File: config.mk
export PLATFORM = sky130hd
export DESIGN_NAME = cim_mem_responder
export DESIGN_NICKNAME = d
export VERILOG_FILES = /design/src/rtl/cim_mem_responder.sv
export SDC_FILE = /design/constraint.sdc
export NUM_CORES = 1
export LEC_CHECK = 0
export CAP_MARGIN = 20
export CORE_UTILIZATION = 34
export DETAILED_ROUTE_END_ITERATION = 16
export PLACE_DENSITY = 0.82
export SYNTH_ARGS = -nofsm -noshare
export SYNTH_HDL_FRONTEND = slang
export SYNTH_SLANG_ARGS = --single-unit
File: constraint.sdc
create_clock -name clk -period 3.3 [get_ports clk]
set_input_delay 0.495 -clock clk [delete_from_list [all_inputs] [get_ports clk]]
set_output_delay 0.495 -clock clk [all_outputs]
set_load 0.005 [all_outputs]
File: src/rtl/cim_mem_responder.sv
// Arbitrated single-port temp-storage responder with starvation promotion and tagged read return.
// Define CIM_MEM_COLLISION_CNT_EN to add the saturating collision_cnt output.
module cim_mem_responder #(
    parameter int MEM_ACCESS_SRC_NUM        = 5,
    parameter int TEMP_RES_STORAGE_SIZE_CIM = 48,
    parameter int N_STORAGE                 = 16,
    parameter int N_SRC                     = MEM_ACCESS_SRC_NUM,
    parameter int ADDR_W                    = $clog2(TEMP_RES_STORAGE_SIZE_CIM),
    parameter int DATA_W                    = N_STORAGE,
    parameter int SRAM_LAT                  = 1,
    parameter int STARVE_LIM                = 4
) (
    input  logic                           clk,
    input  logic                           rst,
    input  logic [N_SRC-1:0]               read_req_src,
    input  logic [N_SRC-1:0]               write_req_src,
    input  logic [N_SRC-1:0][ADDR_W-1:0]   addr_table,
    input  logic [N_SRC-1:0][DATA_W-1:0]   write_data,
    output logic [N_SRC-1:0]               grant,
    output logic                           sram_en,
    output logic                           sram_wen,
    output logic [ADDR_W-1:0]              sram_addr,
    output logic [DATA_W-1:0]              sram_wdata,
    input  logic [DATA_W-1:0]              sram_rdata,
    output logic [DATA_W-1:0]              rd_data,
    output logic [N_SRC-1:0]               rd_valid,
    output logic                           addr_err
`ifdef CIM_MEM_COLLISION_CNT_EN
    ,
    output logic [15:0]                    collision_cnt
`endif
);

    localparam int IDX_W = (N_SRC > 1) ? $clog2(N_SRC) : 1;
    localparam logic [2:0] LIM = 3'(STARVE_LIM);
    localparam logic [ADDR_W:0] ADDR_LIMIT = (ADDR_W + 1)'(TEMP_RES_STORAGE_SIZE_CIM);

    logic [N_SRC-1:0]                 active;
    logic [N_SRC-1:0]                 promoted;
    logic [N_SRC-1:0]                 pool;
    logic                             have_g;
    logic [IDX_W-1:0]                 g_idx;
    logic [N_SRC-1:0]                 g_vec;
    logic                             g_wr;
    logic [ADDR_W-1:0]                g_addr;
    logic                             g_oob;

    logic [N_SRC-1:0][2:0]            cnt_q;
    logic [N_SRC-1:0][2:0]            cnt_d;
    logic [SRAM_LAT-1:0][N_SRC-1:0]   tag_q;
    logic [SRAM_LAT-1:0][N_SRC-1:0]   tag_d;
    logic [SRAM_LAT-1:0]              err_q;
    logic [SRAM_LAT-1:0]              err_d;
    logic                             addr_err_q;
    logic                             addr_err_d;

    // Promoted sources form the candidate pool when any exist; lowest index wins.
    always_comb begin
        active   = read_req_src | write_req_src;
        promoted = '0;
        for (int i = 0; i < N_SRC; i++) begin
            promoted[i] = active[i] && (cnt_q[i] == LIM);
        end
        pool   = (|promoted) ? promoted : active;
        have_g = |pool;
        g_idx  = '0;
        for (int i = N_SRC - 1; i >= 0; i--) begin
            if (pool[i]) begin
                g_idx = IDX_W'(i);
            end
        end
    end

    always_comb begin
        g_vec  = '0;
        g_wr   = 1'b0;
        g_addr = addr_table[g_idx];
        g_oob  = ({1'b0, g_addr} >= ADDR_LIMIT);
        if (have_g) begin
            g_vec = N_SRC'(1) << g_idx;
            g_wr  = write_req_src[g_idx];
        end
    end

    // A simultaneous read+write is taken as the write; the read waits.
    always_comb begin
        grant      = '0;
        sram_en    = 1'b0;
        sram_wen   = 1'b0;
        sram_addr  = '0;
        sram_wdata = '0;
        if (!rst && have_g) begin
            grant     = g_vec;
            sram_en   = !g_oob;
            sram_wen  = g_wr && !g_oob;
            sram_addr = g_addr;
            if (g_wr) begin
                sram_wdata = write_data[g_idx];
            end
        end
    end

    always_comb begin
        cnt_d = cnt_q;
        for (int i = 0; i < N_SRC; i++) begin
            if (!active[i] || g_vec[i]) begin
                cnt_d[i] = '0;
            end else if (cnt_q[i] != LIM) begin
                cnt_d[i] = cnt_q[i] + 3'd1;
            end
        end
    end

    always_comb begin
        tag_d    = '0;
        err_d    = '0;
        tag_d[0] = (have_g && !g_wr) ? g_vec : '0;
        err_d[0] = have_g && !g_wr && g_oob;
        for (int k = 1; k < SRAM_LAT; k++) begin
            tag_d[k] = tag_q[k-1];
            err_d[k] = err_q[k-1];
        end
        addr_err_d = addr_err_q || (have_g && g_oob);
    end

    always_ff @(posedge clk or posedge rst) begin
        if (rst) begin
            cnt_q      <= '0;
            tag_q      <= '0;
            err_q      <= '0;
            addr_err_q <= 1'b0;
        end else begin
            cnt_q      <= cnt_d;
            tag_q      <= tag_d;
            err_q      <= err_d;
            addr_err_q <= addr_err_d;
        end
    end

    // Out-of-range reads still return a tag, but with zero data.
    always_comb begin
        rd_valid = tag_q[SRAM_LAT-1];
        rd_data  = '0;
        if ((|tag_q[SRAM_LAT-1]) && !err_q[SRAM_LAT-1]) begin
            rd_data = sram_rdata;
        end
    end

    assign addr_err = addr_err_q;

`ifdef CIM_MEM_COLLISION_CNT_EN
    logic [15:0] coll_q;
    logic [15:0] coll_d;
    logic [$clog2(N_SRC+1)-1:0] n_act;

    always_comb begin
        n_act = '0;
        for (int i = 0; i < N_SRC; i++) begin
            n_act = n_act + {{($clog2(N_SRC+1)-1){1'b0}}, active[i]};
        end
        coll_d = coll_q;
        if ((n_act >= 2) && (coll_q != 16'hFFFF)) begin
            coll_d = coll_q + 16'd1;
        end
    end

    always_ff @(posedge clk or posedge rst) begin
        if (rst) begin
            coll_q <= '0;
        end else begin
            coll_q <= coll_d;
        end
    end

    assign collision_cnt = coll_q;
`endif

endmodule

==> summary.md <==
| Metric | Value |
|---|---|
| Status | `completed` |
| Most frequent cells in the layout | `clkdlybuf4s50_1, buf_4, nand2_1` |
| Worst path max stage delay | `270 ps` |
| Critical Path AT | `2790 ps` |
| Sequential area share after synthesis | `0.227` |
| Fill count | `443` |
| R2r endpoint | `addr_err` |
| Clock skew | `around 5.7 ps` |
| #FFs+latches synth | `22` |
| Gr usage total | `0.323` |
| CTS clock-pin slew for the worst setup and hold paths | `80 ps` |
| Row count | `30` |
| Least-Margin Pin Slew | `849 ps` |
| Worst reg-to-reg path cell count | `12` |
| Core Box Area | `6830 sq um` |
| Netlist cell types | `47` |
| Worst-skew pair later-pin latency | `roughly 270 ps` |
| R2r startpoint | `cnt_q[3]` |
| Max-cap viol count | `0` |
| Vias per Instance | `5.69` |
| Drt wl/cell | `19.1 microns` |
| CP max-delay cell | `o211ai_1` |
| Crit-path cells | `clkdlybuf4s15_1 > buf_6 > o211ai_1 > buf_4 > buf_4 > buf_4 > nand2_1 > buf_4 > a21o_4 > o22ai_1 > o31ai_4 > buf_4 > a21oi_2 > buf_2` |
| Post-Syn Instances | `312` |
| Io pins | `roughly 190` |
| Antenna violations before repair | `0` |
| CP max FO | `5` |
| Detailed Place HPWL | `8710 microns` |
| Worst setup endpoint | `sram_wen` |
| Register area | `551 sq um` |
| R2r setup slk | `710 ps` |
| Final setup viols | `0` |
| Die Y-Extent | `86.4 microns` |
| Routed via count | `3901` |
| First-pass GRT wire length | `19000 microns` |
| Peak supply drop | `299 uV` |
| Post-Layout Cell Count | `slightly below 700` |
| Primary FF master, synth | `dfrtp_1` |
| Area grow syn2layout | `123%` |
| Fin nets | `738` |
| Synth warnings | `0` |
| Crit share post-route | `0.995` |
| Ys async rst share | `1.00` |
| Crit path capture type | `output port` |
| EDFF count, synth | `0` |
| N_diodes | `0` |
| Die Area | `7470 sq um` |
| CTS H-tree depth | `1` |
| Grt total ovfl | `0` |
| Max Fclk | `a little over 300 MHz` |
| Hold Fails Final Rpt | `0` |
| Initial Util | `0.355` |
| DRC viols | `0` |
| Multi-input logic area | `2010 sq um` |
| Mean post-synth cell area | `between 7 and 8 sq um` |
| Req. time, crit path | `~2800 ps` |
| Number of CTS-inserted buffers | `3` |
| Starting DRC count in detailed routing | `230` |
| Slew Limit Fails | `0` |
| Placed insts | `653` |
| CTS tree | `done` |
| Largest net degree at the start of global routing | `24` |
| Number of global-route vias before repair | `3937` |
| Hold bufs inserted after CTS | `0` |
| Commonest non-fill, non-tap cell in the layout | `clkdlybuf4s50_1` |
| RSZ-0062 raised after global routing | `true` |
| Tot Pwr | `3.50 mW` |
| Post-synthesis cell area | `between 2000 and 2500 sq um` |
| Gpl congestion | `0.982` |
| CP Launch Type | `input port` |
| Slew HR | `0.434` |
| Crit Path Category | `input port to output port` |
| Final Cell Area | `5400 sq um` |
| Dpl cell area | `4940 sq um` |
| Pwr per Cell Area | `649 nW/um^2` |
| Post-layout util | `0.791` |
| Setup TNS | `0 ps` |
| Drt first pass iters | `7` |
| Min-delay worst type | `flop to flop` |
| Most frequent CP cell | `buf_4` |
| Fin crit period | `3280 ps` |
| Die W | `86.4 microns` |
| Synthesized Nets | `460` |
| Leakage | `2.31 nW` |
| DRT Wirelength | `13100 microns` |
| Layout cells sized above 1 | `0.316` |
| Routed Antenna Nets | `0` |
| CTS Sinks | `22` |
| CTS root buf | `clkbuf_8` |
| CP startpoint | `read_req_src[1]` |
| IO buf count | `188` |
| Clock buffer depth | `2` |
## worst max-delay path, delay by kind of cell
kind / cells / cell delay (ps)
buffers and inverters: 8 / 1190
AOI/OAI and AO/OA: 5 / 1010
and+or+nand+nor: 1 / 100
## routing by layer
| metal | track usage | part of all wire | routed length (microns) |
|---|---|---|---|
| met1 | 0.350 | 0.36 | 4770 |
| met2 | 0.605 | 0.50 | 6520 |
| met3 | 0.0648 | 0.088 | 1150 |
| met4 | 0.139 | 0.048 | 631 |
| met5 | 0 | 0 | 0 |
## layout make-up
type / instances / area share
sequential: 22 / 0.102
clock buffer: 4 / 0.0102
timing repair buffer: 288 / 0.483
inverter: 16 / 0.0111
multi-input combinational: 259 / 0.371
tap: 96 / 0.0222
## flip-flops by register name, indices dropped and copies added (netlist names)
signal    count
rd_valid      5
err_q         1
cnt_q        15
addr_err      1
## repair_timing
item / CTS / global route
pin swaps: 26 / 19
cloned: 2 / 0
setup buffers: 20 / 11
endpoints found under the hold margin: 0 / 0
gates resized for setup: 137 / 36
endpoints found under the setup margin: 29 / 29
## cells in the mapped netlist, types with 10 or more instances
cell        n  area share
and2_1     16       0.041
inv_1      16       0.025
o22a_1     20       0.072
dfrtp_1    22        0.23
o2111ai_1  20       0.072
nor2_1     25       0.039
nor3_1     11       0.023
clkbuf_1   13       0.020
ha_1       10       0.052
a21oi_1    21       0.043
nand2_1    34       0.053
a21oi_2    10       0.036
o21ai_0    11       0.023
nand2b_1   21       0.054
## through the flow
step           hold WS [ps]  worst slack (ps)
3_5_place_dp            460              -459
6_report                550              16.1
4_1_cts                 470            0.0788
3_3_place_gp            443              -435
2_1_floorplan           432               599
5_1_grt                 566             -85.7
## cell families (layout without fill, tap and decap cells)
kind of cell	after synthesis	in the layout	share of synthesized area
flops	22	22	0.227
simple gates	125	125	0.259
fa+ha+maj	10	10	0.0516
compound gates	118	118	0.388
xor+xnor	4	4	0.0145
mux	2	2	0.00826
buf+inv	31	308	0.0516
## power by group
part / internal [mW] / switching [mW] / total, mW
Combinational: 1.57 / 1.30 / 2.88
Clock: 0.107 / 0.0943 / 0.201
Sequential: 0.359 / 0.0650 / 0.424
Total: 2.04 / 1.46 / 3.50
## worst min-delay path by stage
stage | depth (start not counted) | slack (ps) | startpoint | end
floorplan | 1 | 430 | cnt_q[0] | cnt_q[0]
finish | 2 | 550 | cnt_q[0] | cnt_q[0]
global route | 2 | 570 | cnt_q[0] | cnt_q[0]
global placement | 1 | 440 | cnt_q[0] | cnt_q[0]
CTS | 1 | 470 | cnt_q[0] | cnt_q[0]
detailed placement | 1 | 460 | cnt_q[0] | cnt_q[0]
Note: power is estimated with default switching activity, not from simulation.
